### src/rtl/pe.sv
// Multiply-accumulate processing element: unsigned BW x BW product added each
// cycle into a 2*BW-bit wrap-around accumulator that drives the output directly.
module pe #(
  parameter int BW = 8
) (
  input  logic              i_clock,
  input  logic              i_reset,
  input  logic [BW-1:0]     i_activation,
  input  logic [BW-1:0]     i_weight,
  output logic [2*BW-1:0]   o_output
);

  logic [2*BW-1:0] act_ext_s;
  logic [2*BW-1:0] wgt_ext_s;
  logic [2*BW-1:0] product_s;
  logic [2*BW-1:0] acc_d;
  logic [2*BW-1:0] acc_q;

  // Zero-extend operands so the product is computed at full 2*BW width, then
  // form the next accumulator value; the add wraps modulo 2^(2*BW) by width.
  always_comb begin
    act_ext_s = {{BW{1'b0}}, i_activation};
    wgt_ext_s = {{BW{1'b0}}, i_weight};
    product_s = act_ext_s * wgt_ext_s;
    acc_d     = acc_q + product_s;
  end

  // Accumulator register; reset clears it immediately, independent of the clock.
  always_ff @(posedge i_clock or posedge i_reset) begin
    if (i_reset) begin
      acc_q <= {(2*BW){1'b0}};
    end else begin
      acc_q <= acc_d;
    end
  end

  assign o_output = acc_q;

endmodule

### config.mk
export PLATFORM = sky130hd
export DESIGN_NAME = pe
export DESIGN_NICKNAME = d
export VERILOG_FILES = /design/src/rtl/pe.sv
export SDC_FILE = /design/constraint.sdc
export NUM_CORES = 1
export LEC_CHECK = 0
export CORE_MARGIN = 10
export CORE_UTILIZATION = 30
export CTS_CLUSTER_DIAMETER = 120
export DETAILED_ROUTE_END_ITERATION = 10
export HOLD_SLACK_MARGIN = 0.1
export PLACE_DENSITY = 0.5
export SLEW_MARGIN = 20
export SYNTH_ARGS = -nofsm -noshare
export SYNTH_HDL_FRONTEND = slang
export SYNTH_SLANG_ARGS = --single-unit
### constraint.sdc
create_clock -name i_clock -period 4.7 [get_ports i_clock]
set_input_delay 1.175 -clock i_clock [delete_from_list [all_inputs] [get_ports i_clock]]
set_output_delay 1.175 -clock i_clock [all_outputs]
set_load 0.05 [all_outputs]
# --- Word-level counts from Yosys, hierarchy flattened ---
# Index checks and enable logic that the tools add are counted.
totals:
  ff_bits: 16
  input_bits: 18
  output_inout_bits: 16
  word_cells: 3
op_classes:
  add_sub_neg: 1
  mul: 1
ops:
  columns: ["operator", "count"]
  rows:
  - ["adder 16 bit", 1]
  - ["multiplier 8 x 8 -> 16 bit", 1]

# --- Depth between registers and ports, before layout ---
# Gate-level depths: netlist (run 1).
depth:
  word_depth: 2
  depth_mapped: 16
  ltp_nobuf: 16

# --- Worst setup path after synthesis (run 1) ---
# Ideal clock, no wire load.
synth_path:
  path_kind: "input port to flip-flop"
  start: "in i_weight[4]"
  end: "reg acc_q[13], in the netlist o_output[13]"
  setup_ns: 0.121
  arrival_ns: 4.529
  required_time_ns: 4.579
  setup_slack_ns: 0.050
  stages: 13
  n_path_buf: 0
  path_cell_list: "and2_1 -> fa_1 -> fa_1 -> inv_1 -> fa_1 -> fa_1 -> inv_1 -> ha_1 -> o21a_1 -> o31a_4 -> o311ai_4 -> and4b_1 -> nor3_2"
synth_between:
  elab_chain_cells: 2
synth_lines:
  columns: ["element", "line_no", "source"]
  rows:
  - ["start, declared", "9", "input logic [BW-1:0] i_weight,"]
  - ["multiplier 8 x 8 -> 16 bit", "24", "product_s = act_ext_s * wgt_ext_s;"]
  - ["adder 16 bit", "25", "acc_d = acc_q + product_s;"]
  - ["net acc_d[13]", "16", "logic [2*BW-1:0] acc_d;"]
  - ["end signal, assigned", "31", "acc_q <= {(2*BW){1'b0}};"]
  - ["end, declared", "17", "logic [2*BW-1:0] acc_q;"]
# The timed path passes the listed nets, and every way through them passes these cells.

# --- Worst setup path in the final report (run 1) ---
layout_path:
  start: "in i_weight[5]"
  end: "reg acc_q[15], in the netlist o_output[15]"
# The elaborated chain is that of the path after synthesis.

==> results of run 1 <==
==> cell type report <==
class                           count  area share, %
Timing Repair Buffer               73           14.9
Clock buffer                        3           1.04
Multi-Input combinational cell    219           60.2
Sequential cell                    16           10.1
Tap cell                          133           4.19
Inverter                          101           9.54
==> cells by family after synthesis <==
group	count (synthesis)
compound gates	27
xor+xnor	9
simple gates	98
buf+inv	103
fa+ha+maj	85
flops	16
==> placed cells by master, fill, tap and decap left out, types with 2 or more instances in the layout <==
cell type	Yosys	routed
nor4b_2	0	2
and2_1	34	33
nand2_2	0	2
o21ai_1	2	2
dfrtp_1	16	16
fa_1	50	44
fa_2	0	6
xnor2_1	8	8
inv_1	101	95
a21oi_2	1	5
inv_2	0	6
nor2_1	10	9
clkbuf_4	0	2
ha_1	35	27
o21a_1	3	3
a21oi_1	10	5
nand3_1	4	4
buf_6	0	5
clkbuf_8	0	3
buf_2	1	8
ha_4	0	7
buf_4	0	40
nand2_1	36	34
clkdlybuf4s50_1	0	17
a211oi_1	2	2
==> per-stage QoR <==
step | instances | hold WS, ns | area [um^2] | setup WS [ns]
after floorplan | 338 | 0.847 | 3030 | 0.0503
after global placement | 541 | 0.492 | 3810 | -0.846
after detailed placement | 541 | 0.513 | 3810 | -0.837
after CTS | 545 | 0.527 | 3950 | -0.0317
after global routing | 545 | 0.571 | 3970 | -0.0174
final | 545 | 0.520 | 3970 | 0.103
==> final timing paths <==
check	startpoint	to	slack, ns
max	i_weight[5]	o_output[15]$_DFF_PP0_	0.10
min	o_output[0]$_DFF_PP0_	o_output[0]$_DFF_PP0_	0.52
max reg2reg	o_output[7]$_DFF_PP0_	o_output[13]$_DFF_PP0_	0.84
min reg2reg	o_output[0]$_DFF_PP0_	o_output[0]$_DFF_PP0_	0.52
max in group asynchronous	i_reset	o_output[7]$_DFF_PP0_	2.94
min in group asynchronous	i_reset	o_output[9]$_DFF_PP0_	1.33
==> per-layer routing <==
layer  global-route usage [%]  wire (um)  up-vias
met1                     13.8       3410     1109
li1                         -          -     1160
met4                     2.41         71        0
met2                     18.0       3550       26
met5                        0          0        -
met3                    0.465         76        6
==> repair_timing <==
action | in CTS | in global routing
setup buffers | 1 | 0
pin swaps | 15 | 25
resized for setup | 84 | 34
cloned | 0 | 0
endpoints found under the setup margin | 9 | 7
==> critical path, delay by kind of cell <==
| kind | cells | cell delay (ns) |
|---|---|---|
| compound gates | 2 | 0.36 |
| simple gates | 2 | 0.23 |
| xor+xnor | 1 | 0.12 |
| buf+inv | 6 | 0.54 |
| fa+ha+maj | 5 | 2.30 |
==> cells in the mapped netlist, drive strengths merged, types with 3 or more instances <==
master / instances / share of area, %
xnor2: 8 / 2.3
inv: 101 / 13
dfrtp: 16 / 13
fa: 50 / 33
ha: 35 / 14
nand2: 36 / 4.5
o21a: 3 / 0.74
o21ai: 3 / 0.50
a21oi: 11 / 1.9
nor2: 10 / 1.2
and2: 34 / 7.0
nand3: 4 / 0.66
==> impl_metrics.json, run 1 <==
{
  "numPortBuffers": 33,
  "postCtsHoldBufs": 0,
  "cts_buffers": 3,
  "coreArea_um2": 9820,
  "register_area_um2": 400,
  "drv_cap": 0,
  "async_reset_ff_share_pct": 100,
  "status": "completed",
  "cpMaxStageDelayCell": "fa_1",
  "cts_buffer_depth": 2,
  "slew_viol_final": 0,
  "grt_usage_pct": 10.4,
  "layout.nets": 517,
  "die_y_um": 120,
  "synth.area.mux_share_pct": 0,
  "initial_utilization_pct": 30.8,
  "insertion_delay_ns": 0.25,
  "yosys_warnings": 0,
  "netlist_area_um2": 3030,
  "overflow": 0,
  "setup_viol": 0,
  "synth_area_per_cell_um2": 8.96,
  "largest_reg_flops": 16,
  "viasPerCell": 4.22,
  "synth_fp_nets": 441,
  "crit_top_cell": "fa_1",
  "gp_congestion": 0.792,
  "netlist-cell-type-count": 39,
  "crit_path_max_fanout": 6,
  "final.period_utilization_pct": 97.8,
  "synth_edf_count": 0,
  "htree_levels": 1,
  "cpPeakStageDelay_ns": 0.57,
  "hold_depth": 1,
  "drive_above_1_share_pct": 23.5,
  "fin_skew_ns": 0.00741,
  "synth_compound_area_share_pct": 6.82,
  "detail-route-antenna-nets": 0,
  "cts_root_buf": "clkbuf_8",
  "synth-seq-area-share_pct": 13.2,
  "rows": 36,
  "vias": 2301,
  "max_slew_margin_pct": 55.4,
  "wire_per_inst_um": 13.0,
  "synth-seq-cells": 16,
  "fmax_ghz": 0.218,
  "wl_um": 7100,
  "synth_top_family_by_area": "adder cells",
  "hp-class": "reg2reg",
  "drc_errors": 0,
  "die-area_um2": 14500,
  "synth-xor-area-share_pct": 2.60,
  "die-width_um": 120,
  "path_class": "in2reg",
  "netlist_instances": 338,
  "antennaDiodeCount": 0,
  "first_iter_violations": 75,
  "clkSinkCount": 16,
  "multi_input_comb_area_um2": 2390,
  "rsz0062_at_grt": "yes",
  "required_ns": 4.84,
  "grt_pass1_wl_um": 12500,
  "endpoint_kind": "register",
  "reg2regPathDepth": 14,
  "num-fill-cells": 1018,
  "synth_adder_area_share_pct": 47.5,
  "grt_start_max_net_pins": 17,
  "grt_pass1_vias": 2538,
  "setup_tns_ns": 0,
  "ios": 34,
  "path_cells": "buf_2, buf_6, and2_1, fa_1, fa_1, fa_1, inv_1, fa_1, inv_2, ha_4, buf_6, nand4_1, inv_2, o2111ai_1, a31o_1, xnor2_1",
  "hold_viol_final": 0,
  "worstPathArrival_ns": 4.73,
  "worst_slew_pin_slew_ns": 0.669,
  "clk_pin_slew_worst_paths_ns": 0.07,
  "dp.final_hpwl_um": 6400,
  "area_delta_synth_final_pct": 31.2,
  "period_minus_slack_ns": 4.60,
  "cts_tree": "done",
  "firstDrtPassIters": 4,
  "synth_ff_type": "dfrtp_1",
  "antenna_found_initial": 0,
  "final_util_pct": 40.5,
  "start_kind": "input pin",
  "synth_simple_gate_area_share_pct": 17.0
}
Power of run 1 is left out: the tool's default activity adds up to more than one toggle a clock period on the data nets, which glitch-free logic cannot reach.
==> inputs of run 2 (changes only) <==
--- a/config.mk
+++ b/config.mk
@@ -11,7 +11,6 @@
 export DETAILED_ROUTE_END_ITERATION = 10
 export HOLD_SLACK_MARGIN = 0.1
 export PLACE_DENSITY = 0.5
-export SLEW_MARGIN = 20
 export SYNTH_ARGS = -nofsm -noshare
 export SYNTH_HDL_FRONTEND = slang
 export SYNTH_SLANG_ARGS = --single-unit
==> constraint.sdc (replaced) <==
create_clock -name i_clock -period 4.6 [get_ports i_clock]
set_input_delay 1.15 -clock i_clock [delete_from_list [all_inputs] [get_ports i_clock]]
set_output_delay 1.15 -clock i_clock [all_outputs]
set_load 0.05 [all_outputs]
==> run 2 against run 1 <==
Count of clock-buffer cells in the layout did not move. Non-clock buffer count rose by 2. Sequential share of layout area fell by 0.23 points. Largest cell class unchanged.
==> impl_metrics.json, run 2 (synthesis results as in run 1) <==
{
  "first_iter_violations": 76,
  "cts_buffers": 3,
  "reg2reg_to": "o_output[13]$_DFF_PP0_",
  "setup_viol": 0,
  "viasPerCell": 4.23,
  "clk_pin_slew_worst_paths_ns": 0.07,
  "grt_pass1_wl_um": 12600,
  "fin_skew_ns": 0.00268,
  "antenna_found_initial": 0,
  "r2r_setup_slack_ns": 0.75,
  "fmax_ghz": 0.222,
  "hold_viol_final": 0,
  "vias": 2312,
  "fin_cells": 547,
  "worstPathArrival_ns": 4.63,
  "die-width_um": 120,
  "final.period_utilization_pct": 97.7,
  "crit_path_max_fanout": 4,
  "die-area_um2": 14500,
  "ios": 34,
  "dp.final_hpwl_um": 6140,
  "endpoint_kind": "register",
  "wire_per_inst_um": 12.9,
  "antennaDiodeCount": 0,
  "required_ns": 4.73,
  "drive_above_1_share_pct": 27.3,
  "clkSinkCount": 16,
  "wl_um": 7080,
  "coreArea_um2": 9820,
  "firstDrtPassIters": 4,
  "grt_pass1_vias": 2563,
  "start_kind": "input pin",
  "hp-start": "o_output[0]$_DFF_PP0_",
  "cts_tree": "done",
  "die_y_um": 120,
  "r2r_start": "o_output[6]$_DFF_PP0_",
  "cts_buffer_depth": 2,
  "rows": 36,
  "detail-route-antenna-nets": 0,
  "dp_cells": 537,
  "htree_levels": 1,
  "drc_errors": 0,
  "final_cell_mix": "inv_1, buf_4, fa_1",
  "period_minus_slack_ns": 4.50,
  "slew_viol_final": 0,
  "hp-class": "reg2reg",
  "largest_reg_flops": 16,
  "insertion_delay_ns": 0.25,
  "status": "completed",
  "max_slew_margin_pct": 56.1,
  "drv_cap": 0,
  "rsz0062_at_grt": "yes",
  "overflow": 0,
  "holdPathEnd": "o_output[0]$_DFF_PP0_",
  "area_delta_synth_final_pct": 34.3,
  "initial_utilization_pct": 30.8,
  "path_class": "in2reg",
  "worst_slew_pin_slew_ns": 0.658,
  "numPortBuffers": 33,
  "grt_start_max_net_pins": 17,
  "reg2regPathDepth": 14,
  "cts_root_buf": "clkbuf_8",
  "grt_usage_pct": 10.4,
  "layout.nets": 519,
  "hold_depth": 1,
  "gp_congestion": 0.768,
  "final_common_cell": "inv_1"
}
==> run 2: cell count changes in the layout (fill, tap and decap cells not counted), sizes merged <==
| cell | delta |
|---|---|
| clkbuf | +3 |
| buf | -1 |
==> run 2: metrics by stage <==
stage	utilization [%]	cell area, um^2	hold slack, ns	setup WS (ns)	setup TNS (ns)
2_1_floorplan	-	3050	0.847	0.0321	0
3_3_place_gp	38.7	3800	0.493	-0.855	-7.21
3_5_place_dp	38.7	3800	0.507	-0.855	-7.44
4_1_cts	40.0	3930	0.523	-0.000725	-0.000725
5_1_grt	41.4	4070	0.541	-0.0422	-0.0578
6_report	41.4	4070	0.513	0.104	0
==> run 2: layout make-up <==
class | instances | area, um^2
Multi-Input combinational cell | 219 | 2450
Tap cell | 133 | 166
Clock buffer | 3 | 41.3
Inverter | 101 | 379
Timing Repair Buffer | 75 | 627
Fill cell | 1037 | 5750
Sequential cell | 16 | 400
==> run 2: routing by layer <==
layer | GRT usage (%) | wire (um) | part of all wire [%] | up-vias
li1 | - | - | - | 1162
met1 | 14.8 | 3530 | 50 | 1127
met2 | 16.6 | 3340 | 47 | 19
met3 | 0.558 | 113 | 1.6 | 4
met4 | 3.09 | 91 | 1.3 | 0
met5 | 0 | 0 | 0 | -
==> run 2: repair_timing <==
action / 4_1_cts / 5_1_grt
endpoints found under the setup margin: 10 / 8
hold buffers: 0 / 0
buffers inserted: 5 / 2
pin swaps: 35 / 19
resized for setup: 104 / 34
==> run 2: worst max-delay path, stage by stage <==
cell      delay, ns
buf_2          0.12
buf_4          0.14
and2_1         0.16
fa_2           0.35
fa_1           0.49
fa_1           0.56
inv_1          0.05
fa_1           0.51
inv_2          0.05
ha_4           0.24
o21a_1         0.11
o31a_4         0.13
o311ai_4       0.26
and4b_1        0.26
nor3_2         0.05
==> run 2: worst max-delay path by stage <==
stage                     from                      to  slack [ns]  cells past startpoint
2_1_floorplan  i_activation[2]  o_output[15]$_DFF_PP0_        0.03                     14
3_3_place_gp       i_weight[6]  o_output[15]$_DFF_PP0_       -0.86                     15
3_5_place_dp       i_weight[6]  o_output[15]$_DFF_PP0_       -0.85                     15
4_1_cts            i_weight[5]  o_output[14]$_DFF_PP0_     -0.0007                     15
5_1_grt            i_weight[5]  o_output[15]$_DFF_PP0_       -0.04                     15
6_report       i_activation[2]  o_output[13]$_DFF_PP0_        0.10                     15
Power of run 2 is left out for the same reason.
